## config.mk

```make
export PLATFORM = sky130hd
export DESIGN_NAME = sym_packer
export DESIGN_NICKNAME = d
export VERILOG_FILES = /design/src/rtl/sym_packer.sv
export SDC_FILE = /design/constraint.sdc
export NUM_CORES = 1
export LEC_CHECK = 0
export BUFFER_PORTS_ARGS = -buffer_cell sky130_fd_sc_hd__buf_4
export CORE_ASPECT_RATIO = 0.8
export CORE_MARGIN = 1.5
export CORE_UTILIZATION = 45
export DETAILED_ROUTE_END_ITERATION = 6
export GPL_TIMING_DRIVEN = 0
export PLACE_DENSITY = 0.67
export SETUP_SLACK_MARGIN = 0.4
export SYNTH_ARGS = -nofsm -noshare
export SYNTH_HDL_FRONTEND = slang
export SYNTH_SLANG_ARGS = --single-unit
```

## constraint.sdc

```tcl
create_clock -name clk -period 5.52 [get_ports clk]
set_input_delay 0 -clock clk [delete_from_list [all_inputs] [get_ports clk]]
set_output_delay 0 -clock clk [all_outputs]
set_load 0.01 [all_outputs]
```

## src/rtl/sym_packer.sv

```systemverilog
// Receive-side symbol packer: gathers SYM_W-bit symbols into SYMS-symbol words
// (first symbol in the LSBs) and queues completed or flushed words in a small FIFO.
module sym_packer #(
    parameter int SYM_W = 3,
    parameter int SYMS  = 4,
    parameter int DEPTH = 4
) (
    input  logic                         clk,
    input  logic                         rst,
    input  logic                         a_valid,
    input  logic [SYM_W-1:0]             a,
    output logic                         a_ready,
    input  logic                         flush,
    output logic                         word_valid,
    output logic [SYM_W*SYMS-1:0]        word_data,
    output logic [$clog2(SYMS+1)-1:0]    word_fill,
    input  logic                         word_ready,
    output logic [15:0]                  sym_cnt
);
    localparam int W  = SYM_W * SYMS;
    localparam int CW = $clog2(SYMS);
    localparam int FW = $clog2(SYMS + 1);
    localparam int PW = $clog2(DEPTH);

    logic [W-1:0]  pack_q, pack_n, pack_acc, ins;
    logic [CW-1:0] c_q, c_n;
    logic [FW-1:0] fill_acc, push_fill;
    logic [W-1:0]  push_data;
    logic          flush_pend_q, pend_n;
    logic          accept, pop, push, fifo_full;

    logic [W-1:0]  mem_data [DEPTH];
    logic [FW-1:0] mem_fill [DEPTH];
    logic [PW-1:0] wr_ptr, rd_ptr;
    logic [PW:0]   occ_q;

    always_comb begin
        fifo_full = (occ_q == (PW+1)'(DEPTH));
        a_ready   = !flush_pend_q && ((c_q != CW'(SYMS - 1)) || !fifo_full);
        accept    = a_valid && a_ready;
        pop       = word_valid && word_ready;
        ins       = W'(a) << (c_q * SYM_W);
        pack_acc  = accept ? (pack_q | ins) : pack_q;
        fill_acc  = FW'(c_q) + FW'(accept);

        push      = 1'b0;
        push_data = pack_acc;
        push_fill = fill_acc;
        pack_n    = pack_acc;
        c_n       = c_q + CW'(accept);
        pend_n    = flush_pend_q;

        // A pending flush waits for space; a pop on this edge frees a slot.
        if (flush_pend_q) begin
            if (!fifo_full || pop) begin
                push      = 1'b1;
                push_data = pack_q;
                push_fill = FW'(c_q);
                pack_n    = '0;
                c_n       = '0;
                pend_n    = 1'b0;
            end
        end else if (fill_acc == FW'(SYMS)) begin
            push   = 1'b1;
            pack_n = '0;
            c_n    = '0;
        end else if (flush && (fill_acc != '0)) begin
            if (!fifo_full) begin
                push   = 1'b1;
                pack_n = '0;
                c_n    = '0;
            end else begin
                pend_n = 1'b1;
            end
        end
    end

    always_ff @(posedge clk) begin
        if (rst) begin
            pack_q       <= '0;
            c_q          <= '0;
            flush_pend_q <= 1'b0;
            wr_ptr       <= '0;
            rd_ptr       <= '0;
            occ_q        <= '0;
            sym_cnt      <= '0;
        end else begin
            pack_q       <= pack_n;
            c_q          <= c_n;
            flush_pend_q <= pend_n;
            if (push) wr_ptr <= wr_ptr + 1'b1;
            if (pop)  rd_ptr <= rd_ptr + 1'b1;
            case ({push, pop})
                2'b10:   occ_q <= occ_q + 1'b1;
                2'b01:   occ_q <= occ_q - 1'b1;
                default: occ_q <= occ_q;
            endcase
            if (accept) sym_cnt <= sym_cnt + 16'd1;
        end
    end

    always_ff @(posedge clk) begin
        if (push) begin
            mem_data[wr_ptr] <= push_data;
            mem_fill[wr_ptr] <= push_fill;
        end
    end

    assign word_valid = (occ_q != '0);
    assign word_data  = word_valid ? mem_data[rd_ptr] : '0;
    assign word_fill  = word_valid ? mem_fill[rd_ptr] : '0;
endmodule

```

Yosys cells after proc, flatten, opt, wreduce, memory -nomap -nowiden --
Memory sizes are Yosys's and may differ from the RTL's. A register that Yosys moved wholly into a read port is not among the register bits. Cells that the tools add are included.
Operators by class: add/sub/neg operators 7, $mul 1, div/mod/pow operators 0, order comparisons 0, eq/ne operators 5, shift-type cells 1, multiplexer cells 34, bitwise logic cells 1, reductions and logical operators 11
Operators with widths (count):
- 12-bit 2-to-1 mux | 9
- 2-bit 2-to-1 mux | 9
- 16-bit by 1-bit adder with 16-bit output, second input constant | 1
- 1-bit 2-to-1 mux | 12
- 12-bit OR | 1
- 3-bit by 4-bit left shift with 12-bit output | 1
- 3-bit 2-to-1 mux | 3
- 3-bit == test, second input constant | 2
- 3-bit case mux with 2 select lines | 1
- 3-bit nonzero test | 2
- 2-bit by 1-bit adder with 2-bit output, second input constant | 2
- 1-bit logical AND | 4
- 2-bit by 2-bit multiplier with 4-bit output, second input constant | 1
- 2-bit by 1-bit adder with 3-bit output | 1
- 3-bit by 1-bit adder with 3-bit output, second input constant | 1
- 3-bit by 1-bit subtractor with 3-bit output, second input constant | 1
- 2-bit by 1-bit adder with 2-bit output | 1
- 2-bit by 1-bit == test with 1-bit output, second input constant | 1
- 2-bit == test, second input constant | 1
- 1-bit zero test | 2
- 1-bit logical OR | 2
- 2-bit != test, second input constant | 1
- 2-bit nonzero test | 1
Storage, ports and cells: flip-flop bits (word level) 38, latch bits 0, bits in writable memories 60, ROM bits 0, input bits 8, output and inout bits 33, memories kept 2
Memory list:
- mem_data | words 4, width 12, read ports 1, clocked after memory_dff 1, wr ports 1, RTL line 32 | logic [W-1:0] mem_data [DEPTH];
- mem_fill | words 4, width 3, read ports 1, clocked after memory_dff 1, wr ports 1, RTL line 33 | logic [FW-1:0] mem_fill [DEPTH];

Depth between registers and ports, before layout --
depth after elaboration 13, mapped depth 15, mapped depth without buffers 13

Worst setup path after synthesis --
No wires, ideal clock.
path type reg-to-reg, start point register occ_q[0], end point register occ_q[2], library setup time 0.070 ns, arrival 3.607 ns, data required time 5.450 ns, slack 1.843 ns, stages on the path, launching flop included 16, clock period less this slack 3.677 ns, cell sequence dfxtp_1 -> or3b_1 -> buf_2 -> buf_2 -> o21ai_1 -> inv_1 -> ha_1 -> ha_1 -> o21a_1 -> a221oi_4 -> ha_1 -> inv_1 -> fa_1 -> xor2_1 -> or3_1 -> a21oi_1
On the way: cells in the longest elaborated chain, start to end 13
RTL lines:
- start: declaration | RTL line 35 | logic [PW:0] occ_q;
- start signal: assignment | RTL line 94 | 2'b10: occ_q <= occ_q + 1'b1;
- start signal: assignment | RTL line 95 | 2'b01: occ_q <= occ_q - 1'b1;
- start signal: assignment | RTL line 96 | default: occ_q <= occ_q;
- 3-bit == test | RTL line 38 | fifo_full = (occ_q == (PW+1)'(DEPTH));
- 1-bit zero test
- 1-bit logical OR | RTL line 39 | a_ready = !flush_pend_q && ((c_q != CW'(SYMS - 1)) || !fifo_full);
- 1-bit logical AND | RTL line 39
- 1-bit logical AND | RTL line 40 | accept = a_valid && a_ready;
- 2-bit by 1-bit adder with 3-bit output | RTL line 44 | fill_acc = FW'(c_q) + FW'(accept);
- 3-bit nonzero test | RTL line 67 | end else if (flush && (fill_acc != '0)) begin
- 1-bit logical AND | RTL line 67
- 1-bit 2-to-1 mux | RTL line 67
- 1-bit 2-to-1 mux | RTL line 63 | end else if (fill_acc == FW'(SYMS)) begin
- 1-bit 2-to-1 mux | RTL line 54 | if (flush_pend_q) begin
- 2-bit by 1-bit == test with 1-bit output / 2-bit == test (equally long branches) | RTL line 93 | case ({push, pop})
- 3-bit case mux with 2 select lines / 2-bit nonzero test (equally long branches)
Several ways; a longest one is shown, not always the timed one. A chain may end at the register's enable or synchronous reset.

Worst setup path after layout --
Ends and elaborated chain as after synthesis.

==> key figures <==
Run status
  • Status: finished, final reports clean

Timing
  • Pins Over Slew Limit: 0
  • Final hold vios: 0
  • Period utilization: 74.0%
  • Setup repair after global routing missed its margin: false
  • Worst Tran Pin Value: 0.951 ns
  • Clock Skews: 0.00858 ns
  • Setup violators final: 0
  • Setup TNS: 0 ns
  • Fin crit period: 4.08 ns
  • Fmax: 245 MHz
  • Relative slew slack: 36.3%

Setup path
  • CP delay by family, top: adder cells
  • Critical Path Source Type: register
  • WP buf/inv: 4
  • Slowest-stage cell, CP: a221oi_4
  • Critical path depth: 15
  • Crit path kind: register to register
  • Req. time, crit path: 5.80 ns
  • R2R cell count: 15
  • Worst path cell trace: or3b_1, buf_2, buf_2, o21ai_1, inv_1, ha_1, ha_1, o21a_1, a221oi_4, ha_1, inv_1, fa_1, xor2_1, or3_1, a21oi_1
  • Worst path max stage delay: 0.43 ns
  • Worst setup EP type: register
  • CP most frequent cell: ha_1
  • Crit path DAT: 4.36 ns
  • Worst Path Max Fanout: 10

Power
  • Comb pwr share: 26.3%
  • Int Pwr: 0.00151 W
  • Pleak: 1.87 nW
  • Cell Pwr Density: 426 mW/mm²
  • Sw Ratio: 28.3%
  • Switching power: 0.000596 W
  • Seq pwr share: 43.3%
  • Max IR drop VDD: 250 µV
  • Clk pwr share: 30.4%

Global routing
  • Number of global-route vias before repair: 2478
  • Overall fraction of global-route tracks in use: 17.0%
  • First-pass GRT wire length: 12700 µm
  • GRT overflow: 0
  • Initial antenna violation count: 0
  • Pin count of the biggest net entering global routing: 19

Layout
  • Area Overhead vs Synth: 18.1%
  • Post-layout nets: 365
  • Share of layout cells above drive strength 1: 24.6%
  • N_diodes: 0
  • Non-Filler Instances: 468
  • Commonest non-fill, non-tap cells in the layout: edfxtp_1 (60), buf_4 (41), dfxtp_1 (40)
  • Most common library cell in the layout ignoring fill and taps: edfxtp_1

Place
  • Placed Cells: 451
  • IO buf count: 39
  • HPWL Detailed: 5230 µm
  • GPL Wtd Cong: 0.795

Clocking
  • Clock root buffer: clkbuf_16
  • CTS buffer count: 9
  • Hold_buf cts: 1
  • Post-CTS Setup Repair Bufs: 0
  • CTS clk-pin slew, worst paths: 0.07 ns
  • Max Root-Sink Buffers: 2
  • Htree depth: 3
  • CTS sink cnt: 100
  • Clk Latency, worst-skew pair: 0.34 ns
  • CTS tree: yes
  • Post-cts sizing count: 0

Yosys
  • Post-synth top flop: edfxtp_1
  • Cell area after synthesis: 0.00419 mm²
  • Yosys Warn Count: 0
  • Syn avg cell area: 14.1 µm²
  • Yosys cell types: 45
  • Post-synthesis sequential area ratio: 62.2%
  • Synth Net Count: 314
  • Synth Instances: 297
  • Number of flops mapped to enable cells by yosys: 60
  • FF+latch count, synth: 100
  • Ys async rst share: 0%

Job
  • Max-Cap Viols: 0

Drt
  • First drt pass iteration count: 4
  • Final antenna-violating net count: 0
  • Wire per inst: 16.6 µm
  • DRC violations left: 0
  • DRT iter0 DRCs: 86
  • Routed vias: 2495
  • Via/cell ratio: 5.33
  • Detailed Route WL: 7780 µm

Floorplanning
  • Die Span Y: 89.3 µm
  • Starting Density: 46.3%
  • Num rows: 31
  • Die width: 111 µm
  • IO Pins: 41
  • Die area: 0.00989 mm²
  • Area of the core: 0.00904 mm²

Worst hold path
  • Hold Path Class: primary input to register
  • Worst Hold Path Cells: 4
synthesized netlist by cell type, drive strengths merged (2+ instances only):
library cell  count  area (µm²)
nor2b            15        93.8
edfxtp           60        1800
nor2             19        71.3
mux2              2        22.5
ha                8         100
mux4             15         338
xor2             11        96.3
o211ai            3        22.5
xnor2             2        17.5
nor3b             4        30.0
a21o             12        90.1
and4b             2        20.0
o2111ai           5        43.8
o21a              2        15.0
dfxtp            40         801
a21oi             9        45.0
nor3              2        10.0
mux2i             3        30.0
nand3             4        20.0
o31ai             5        37.5
inv               9        33.8
and4              2        17.5
and2b             2        16.3
nand2             5        18.8
or3               4        25.0
buf               7        40.0
and2             18         113
or4               5        37.5
clkbuf            6        26.3
o21ai             5        25.0
layer usage:
layer	wire (µm)	GRT usage, %
met1	3730	22.8
met2	3670	28.1
met3	291	3.93
met4	96	5.13
met5	0	0
per-stage QoR:
| step | power, W | hold slack [ns] | instance area (µm²) | utilization (%) | setup WS (ns) |
|---|---|---|---|---|---|
| global placement | 0.00148 | 0.260 | 4620 | 51.1 | 1.28 |
| finish | 0.00211 | 0.0363 | 4940 | 54.7 | 1.44 |
| floorplan | 0.00129 | 0.217 | 4190 | - | 1.84 |
| detailed placement | 0.00149 | 0.267 | 4630 | 51.2 | 1.46 |
| CTS | 0.00213 | 0.0297 | 4940 | 54.7 | 1.42 |
| global route | 0.00222 | 0.0719 | 4940 | 54.7 | 1.13 |
worst min-delay path, cell delays in order:
cell	delay, ns
buf_4	0.11
inv_1	0.04
mux2i_1	0.12
nor3_1	0.05
kinds of logic (layout without fill, tap and decap cells):
logic type                 Yosys count  after routing  share of synthesized area, %
DFF                                100            100                          62.2
AOI/OAI and AO/OA                   44             44                          7.71
xor gates and xnor gates            13             13                          2.72
muxes                               20             20                          9.33
and+or+nand+nor                     89             89                          12.8
buffers and inverters               22             78                          2.39
adders and majority gates            9              9                          2.87
sequential cells by signal, indices dropped and copies added (netlist names), named ones only:
signal	count
sym_cnt	16
wr_ptr	2
occ_q	3
mem_data	48
mem_fill	12
pack_q	12
c_q	2
rd_ptr	2
flush_pend_q	1
power by group through the flow:
stage | logic [W] | clock network (W) | registers (W)
CTS | 0.000569 | 0.000653 | 0.000912
finish | 0.000553 | 0.000641 | 0.000912
global placement | 0.000556 | 0 | 0.000925
floorplan | 0.000371 | 0 | 0.000918
global route | 0.000616 | 0.000680 | 0.000921
detailed placement | 0.000563 | 0 | 0.000929
final timing paths:
path,startpoint,end,slack (ns)
min,word_ready,flush_pend_q,0.04
min reg2reg,sym_cnt[15],sym_cnt[15],0.48
max,occ_q[0],occ_q[2],1.44
max reg2reg,occ_q[0],occ_q[2],1.44
cell type report:
type / instances / area (µm²)
Fill cell: 747 / 4100
Timing Repair Buffer: 40 / 303
Buffer: 13 / 66.3
Sequential cell: 100 / 2600
Tap cell: 115 / 144
Multi-Input combinational cell: 175 / 1490
Inverter: 9 / 33.8
Clock buffer: 9 / 225
Clock inverter: 7 / 80.1
Power figures use the tool's default switching activity.
